===== config.mk =====
export PLATFORM = sky130hd
export DESIGN_NAME = bet_recorder
export DESIGN_NICKNAME = d
export VERILOG_FILES = /design/src/rtl/bet_pkg.sv /design/src/rtl/key_edge_detect.sv /design/src/rtl/bet_recorder.sv
export SDC_FILE = /design/constraint.sdc
export NUM_CORES = 1
export LEC_CHECK = 0
export ABC_AREA = 1
export BUFFER_PORTS_ARGS = -buffer_cell sky130_fd_sc_hd__buf_2
export CORE_MARGIN = 3
export CORE_UTILIZATION = 45
export CTS_BUF_LIST = sky130_fd_sc_hd__clkbuf_4
export CTS_CLUSTER_SIZE = 25
export DETAILED_ROUTE_END_ITERATION = 12
export PLACE_DENSITY = 0.65
export SKIP_CTS_REPAIR_TIMING = 1
export SYNTH_ARGS = -nofsm -noshare
export SYNTH_HDL_FRONTEND = slang
export SYNTH_SLANG_ARGS = --single-unit

===== constraint.sdc =====
create_clock -name clock -period 2.82 [get_ports clock]
set_clock_uncertainty 0.05 [all_clocks]
set_input_delay 0.282 -clock clock [delete_from_list [all_inputs] [get_ports clock]]
set_output_delay 0.282 -clock clock [all_outputs]
set_load 0.05 [all_outputs]

===== src/rtl/bet_pkg.sv =====
// Shared definitions for the roulette bet recorder: key opcodes, slot
// layout and FSM state encoding.
package bet_pkg;

  localparam int unsigned BET_W      = 8;
  localparam int unsigned OPCODE_W   = 6;
  localparam int unsigned COLOR_W    = 2;
  localparam int unsigned COLOR_IN_W = 3;
  localparam int unsigned COUNT_W    = 4;

  // Bit positions of the fields inside one 8-bit slot.
  localparam int unsigned OPCODE_LSB = 0;
  localparam int unsigned COLOR_LSB  = 6;

  localparam logic [OPCODE_W-1:0] OP_NONE   = 6'b111111;
  localparam logic [OPCODE_W-1:0] OP_SPIN   = 6'b111110;
  localparam logic [OPCODE_W-1:0] OP_CANCEL = 6'b111101;

  typedef enum logic [1:0] {
    ST_IDLE = 2'd0,
    ST_SPIN = 2'd1,
    ST_HOLD = 2'd2
  } state_e;

  // One stored bet: {chip colour[1:0], position opcode}.
  typedef struct packed {
    logic [COLOR_W-1:0]  color;
    logic [OPCODE_W-1:0] opcode;
  } slot_t;

  function automatic slot_t make_slot(input logic [OPCODE_W-1:0]   op,
                                      input logic [COLOR_IN_W-1:0] col);
    slot_t s;
    s.color  = col[COLOR_W-1:0];
    s.opcode = op;
    return s;
  endfunction

endpackage


===== src/rtl/key_edge_detect.sv =====
// Turns the level-type keyboard valid into a single-cycle keypress pulse.
// Ports: clock, reset (sync, active high), key_valid (level in),
//        rise_c (combinational one-cycle pulse on a rising edge).
module key_edge_detect (
  input  logic clock,
  input  logic reset,
  input  logic key_valid,
  output logic rise_c
);

  logic key_q, key_d;
  // Set when the key was already held while in reset; suppresses events
  // until the key has been released once.
  logic blocked_q, blocked_d;

  always_comb begin
    key_d     = key_valid;
    blocked_d = blocked_q & key_valid;
    rise_c    = key_valid & ~key_q & ~blocked_q;
  end

  always_ff @(posedge clock) begin
    if (reset) begin
      key_q     <= 1'b0;
      blocked_q <= key_valid;
    end else begin
      key_q     <= key_d;
      blocked_q <= blocked_d;
    end
  end

endmodule


===== src/rtl/bet_recorder.sv =====
// Records roulette bets entered on the keyboard into a slot array, freezes
// them during the spin and holds them until the processor clears them.
// Ports: clock, reset (sync, active high); key_valid/bet_opcode/chip_color
//        keypress inputs; spin_done and clear pulses; bets (packed slots),
//        bet_count, full, spin_check, accept/reject pulses (all registered).
module bet_recorder
  import bet_pkg::*;
#(
  parameter int unsigned MAX_BETS = 12
) (
  input  logic                      clock,
  input  logic                      reset,
  input  logic                      key_valid,
  input  logic [OPCODE_W-1:0]       bet_opcode,
  input  logic [COLOR_IN_W-1:0]     chip_color,
  input  logic                      spin_done,
  input  logic                      clear,
  output logic [BET_W*MAX_BETS-1:0] bets,
  output logic [COUNT_W-1:0]        bet_count,
  output logic                      full,
  output logic                      spin_check,
  output logic                      accept,
  output logic                      reject
);

  state_e                     state_q, state_d;
  slot_t [MAX_BETS-1:0]       slots_q, slots_d;
  logic  [COUNT_W-1:0]        count_q, count_d;
  logic                       full_q, full_d;
  logic                       spin_q, spin_d;
  logic                       accept_q, accept_d;
  logic                       reject_q, reject_d;

  logic rise_c;
  logic key_event_c;
  logic is_spin_c;
  logic is_cancel_c;

  key_edge_detect u_edge (
    .clock     (clock),
    .reset     (reset),
    .key_valid (key_valid),
    .rise_c    (rise_c)
  );

  // Next-state, slot array and response pulses.
  always_comb begin
    state_d  = state_q;
    slots_d  = slots_q;
    count_d  = count_q;
    accept_d = 1'b0;
    reject_d = 1'b0;

    is_spin_c   = (bet_opcode == OP_SPIN);
    is_cancel_c = (bet_opcode == OP_CANCEL);
    key_event_c = rise_c && (bet_opcode != OP_NONE);

    case (state_q)
      ST_IDLE: begin
        // clear outranks a coincident keypress, which is dropped silently
        if (clear) begin
          slots_d = '0;
          count_d = '0;
        end else if (key_event_c) begin
          if (is_spin_c) begin
            if (count_q != '0) begin
              state_d  = ST_SPIN;
              accept_d = 1'b1;
            end else begin
              reject_d = 1'b1;
            end
          end else if (is_cancel_c) begin
            if (count_q != '0) begin
              for (int unsigned i = 0; i < MAX_BETS; i++) begin
                if (COUNT_W'(i) == count_q - COUNT_W'(1)) slots_d[i] = '0;
              end
              count_d  = count_q - COUNT_W'(1);
              accept_d = 1'b1;
            end else begin
              reject_d = 1'b1;
            end
          end else if ((chip_color != '0) && (count_q < COUNT_W'(MAX_BETS))) begin
            for (int unsigned i = 0; i < MAX_BETS; i++) begin
              if (COUNT_W'(i) == count_q) slots_d[i] = make_slot(bet_opcode, chip_color);
            end
            count_d  = count_q + COUNT_W'(1);
            accept_d = 1'b1;
          end else begin
            reject_d = 1'b1;
          end
        end
      end
      ST_SPIN: begin
        if (key_event_c) reject_d = 1'b1;
        if (spin_done)   state_d  = ST_HOLD;
      end
      ST_HOLD: begin
        if (key_event_c) reject_d = 1'b1;
        if (clear) begin
          slots_d = '0;
          count_d = '0;
          state_d = ST_IDLE;
        end
      end
      default: state_d = ST_IDLE;
    endcase

    full_d = (count_d == COUNT_W'(MAX_BETS));
    spin_d = (state_d == ST_SPIN);
  end

  always_ff @(posedge clock) begin
    if (reset) begin
      state_q  <= ST_IDLE;
      slots_q  <= '0;
      count_q  <= '0;
      full_q   <= 1'b0;
      spin_q   <= 1'b0;
      accept_q <= 1'b0;
      reject_q <= 1'b0;
    end else begin
      state_q  <= state_d;
      slots_q  <= slots_d;
      count_q  <= count_d;
      full_q   <= full_d;
      spin_q   <= spin_d;
      accept_q <= accept_d;
      reject_q <= reject_d;
    end
  end

  assign bets       = slots_q;
  assign bet_count  = count_q;
  assign full       = full_q;
  assign spin_check = spin_q;
  assign accept     = accept_q;
  assign reject     = reject_q;

endmodule

==> parameters.txt <==
Parameter                              Value

Hold path
  Path category of the worst min-delay check    in -> reg
  Start point of the worst hold path    spin_done

Placed design
  Weighted congestion reported at the end of routability-driven placement    0.926
  Port Buf Inserts    117
  HPWL after detailed placement    10300 um
  Total placed cells including tap cells    1075

STA
  Final number of hold-violating endpoints    0
  Unrepaired setup endpoints after global routing    false
  Count of final max-slew check failures    0
  Slew @ Worst Pin    676 ps
  Headroom to the max-slew limit    54.9%
  Final setup fails    0
  Max Clock Freq    411 MHz
  Final Cycle Share    86.4%
  Final setup TNS    0 ps
  Final period demand of the worst path    2440 ps

Global route
  Initial antenna violation count    0
  All-Layer GR Usage    21.9%
  Number of global-route vias before repair    4624
  Total gr overflow    0
  First-pass GRT wire length    23100 um
  Largest net degree at the start of global routing    37

Yosys
  Synth Area in Compound Gates    3.43%
  FFs w/ async S/R, synth    0%
  Syn Nets    862
  Largest family of logic cells by synthesized area    simple AND/OR/NAND/NOR gates
  Share of the yosys chip area belonging to registers    40.9%
  Flip-flop and latch count after synthesis    108
  Portion of netlist area occupied by mux cells    0%
  Area share of fa/ha/maj cells after synthesis    1.89%
  Most used DFF post-synth    sky130_fd_sc_hd__dfxtp_1
  Count of flip-flops with a built-in enable after synthesis    0
  Number of library cell types mapped by synthesis    27
  Syn. warnings    0
  Synthesized instance count    840
  Area share of xor/xnor cells in the synthesized design    0.166%
  Cell area after technology mapping    5290 um^2
  Simple-gate area share of the yosys netlist    45.3%
  Average cell area after synthesis    6.30 um^2

Clocking
  Number of sinks handled by clock tree synthesis    108
  Clock latency of the later-clocked register in the worst-skew pair    480 ps
  Clock tree from TritonCTS    yes
  Total clock buffers created by CTS    9
  Number of H-tree levels    3
  Deepest clock path buffer count    2
  Clock edge transition at the registers on the reported setup and hold paths    190 ps
  Root cell of the clock tree    sky130_fd_sc_hd__clkbuf_4

Power
  Total power divided by cell area    557 nW/um^2
  Net switching power    1.35 mW
  Combinational power share    28.0%
  Switching fraction of total power    39.7%
  Worst IR Drop VDD    0.289 mV
  Static leakage power    3.37 nW
  Part of the power in the clock network    22.2%
  Internal power consumption    2.06 mW
  Sequential cell fraction of total power    49.8%

Critical path
  Required time of the worst setup path    3210 ps
  Critical path type    reg -> reg
  Origin of the critical flop-to-flop path    bet_count[0]$_SDFF_PP0_
  Biggest fanout along the worst timing path    15
  Critical Path Start    bet_count[0]$_SDFF_PP0_
  Kind of start point of the critical path    register
  Kind of capture point of the worst setup path    register
  WP data arrival    2830 ps

Routing
  1st-iter DRT viols    338
  Sum of routed wire length over all layers    14100 um
  # DRC    0
  Via density    4.73
  Routed wirelength normalized by instance count    12.9 um
  Vias after detailed routing    5168
  Count of antenna-violating nets left after detailed routing    0
  First-pass iteration count of the detailed router    4

Finish
  Most used cells in the layout excluding fill and tap cells    sky130_fd_sc_hd__nand2_1 (278), sky130_fd_sc_hd__nor2_1 (210), sky130_fd_sc_hd__buf_2 (117)
  Footprint of the multi-input gates    2690 um^2
  Sequential cell area    2160 um^2
  Most frequent standard cell in the layout excluding fill and tap cells    sky130_fd_sc_hd__nand2_1
  Layout overhead on the synthesized area    15.5%
  Fin util    54.7%
  Number of antenna repair diodes    0
  Fraction of final layout cells with drive strength greater than 1    18.8%
  Net count of the finished layout    969
  Final instance count without filler cells    1092
  Number of fillers in the final layout    1143

Floorplanning
  IO Pins    118
  Core Region    11200 um^2
  Floorplan die height    114 um
  Effective utilization at floorplan    47.3%
  # rows    38
  Width of the chip    114 um
  Die Outline Area    13100 um^2

Outcome
  Outcome    completed

Run
  Count of maximum capacitance violations    0
-- registers in the layout, indices dropped and copies added (netlist names) --
name	cells
accept	1
full	1
bets	96
u_edge.blocked_q	1
reject	1
bet_count	4
u_edge.key_q	1
state_q	2
spin_check	1
-- Yosys cell counts (2+ instances only) --
master                     number  area, um^2
sky130_fd_sc_hd__nand3_1       55         275
sky130_fd_sc_hd__nand4_1       15        93.8
sky130_fd_sc_hd__dfxtp_1      108        2160
sky130_fd_sc_hd__o21ai_0        9        45.0
sky130_fd_sc_hd__a21oi_2        2        17.5
sky130_fd_sc_hd__ha_1           8         100
sky130_fd_sc_hd__nor2_1       210         788
sky130_fd_sc_hd__buf_1          7        26.3
sky130_fd_sc_hd__inv_2          5        18.8
sky130_fd_sc_hd__buf_2          9        45.0
sky130_fd_sc_hd__o21ai_1        5        25.0
sky130_fd_sc_hd__clkbuf_1      11        41.3
sky130_fd_sc_hd__nand2_1      278        1040
sky130_fd_sc_hd__inv_1         64         240
sky130_fd_sc_hd__nor2_2        14        87.6
sky130_fd_sc_hd__nand3_2        4        40.0
sky130_fd_sc_hd__a21oi_1       14        70.1
sky130_fd_sc_hd__nand2_2        5        31.3
sky130_fd_sc_hd__buf_4          9        67.6
-- final timing paths --
path                                         endpoint  slack, ps  depth (start not counted)
worst max register to register  bets[20]$_SDFFE_PP0P_        380                         11
worst min register to register   bets[7]$_SDFFE_PP0P_        430                          2
worst min-delay path            state_q[1]$_SDFF_PP0_        110                          5
worst max-delay path            bets[20]$_SDFFE_PP0P_        380                         11
-- area by class of cell --
| type | count | share of cell area [%] |
|---|---|---|
| clock buffer | 9 | 1.11 |
| clock inverter | 7 | 0.962 |
| timing repair buffer | 132 | 11.5 |
| sequential | 108 | 35.4 |
| multi-input combinational | 626 | 43.9 |
| tap | 140 | 2.87 |
| inverter | 70 | 4.30 |
-- power by group through the flow --
stage,Combinational (mW),Sequential (mW),Clock (mW)
finish,0.953,1.70,0.757
global route,1.05,1.71,0.838
CTS,0.958,1.70,0.780
detailed placement,0.956,1.73,0
global placement,0.951,1.73,0
floorplan,0.361,2.11,0
-- critical path: stages (launching register included) --
cell and delay [ps]:
sky130_fd_sc_hd__dfxtp_1 470, sky130_fd_sc_hd__inv_1 140, sky130_fd_sc_hd__ha_1 330, sky130_fd_sc_hd__nand2_2 150, sky130_fd_sc_hd__nand2_1 70, sky130_fd_sc_hd__nand2_1 130
sky130_fd_sc_hd__nand2_2 90, sky130_fd_sc_hd__a21oi_4 330, sky130_fd_sc_hd__nand2_1 340, sky130_fd_sc_hd__nand2_1 130, sky130_fd_sc_hd__nand2_1 50, sky130_fd_sc_hd__nor2_1 100
-- layer usage --
metal | wire length [um] | share of wire [%] | GRT usage [%]
met4 | 206 | 1.5 | 6.49
met5 | 0 | 0 | 0
met3 | 897 | 6.4 | 4.55
met2 | 6450 | 46 | 36.0
met1 | 6540 | 46 | 29.0
-- logic make-up (layout without fill, tap and decap cells) --
family / Yosys count / count (layout)
AOI/OAI and AO/OA: 32 / 32
and+or+nand+nor: 585 / 585
buffers and inverters: 106 / 218
DFF: 108 / 108
adders and majority gates: 8 / 8
xor gates and xnor gates: 1 / 1
-- through the flow --
step	setup slack (ps)	power (mW)	hold WS, ps	area (um^2)
after floorplan	416	2.47	357	5290
after global placement	481	2.68	401	5980
after detailed placement	419	2.68	404	5980
after CTS	380	3.43	-41.7	6100
after global routing	46.9	3.60	121	6110
final	385	3.41	106	6110
(Power assumes the default switching activity.)
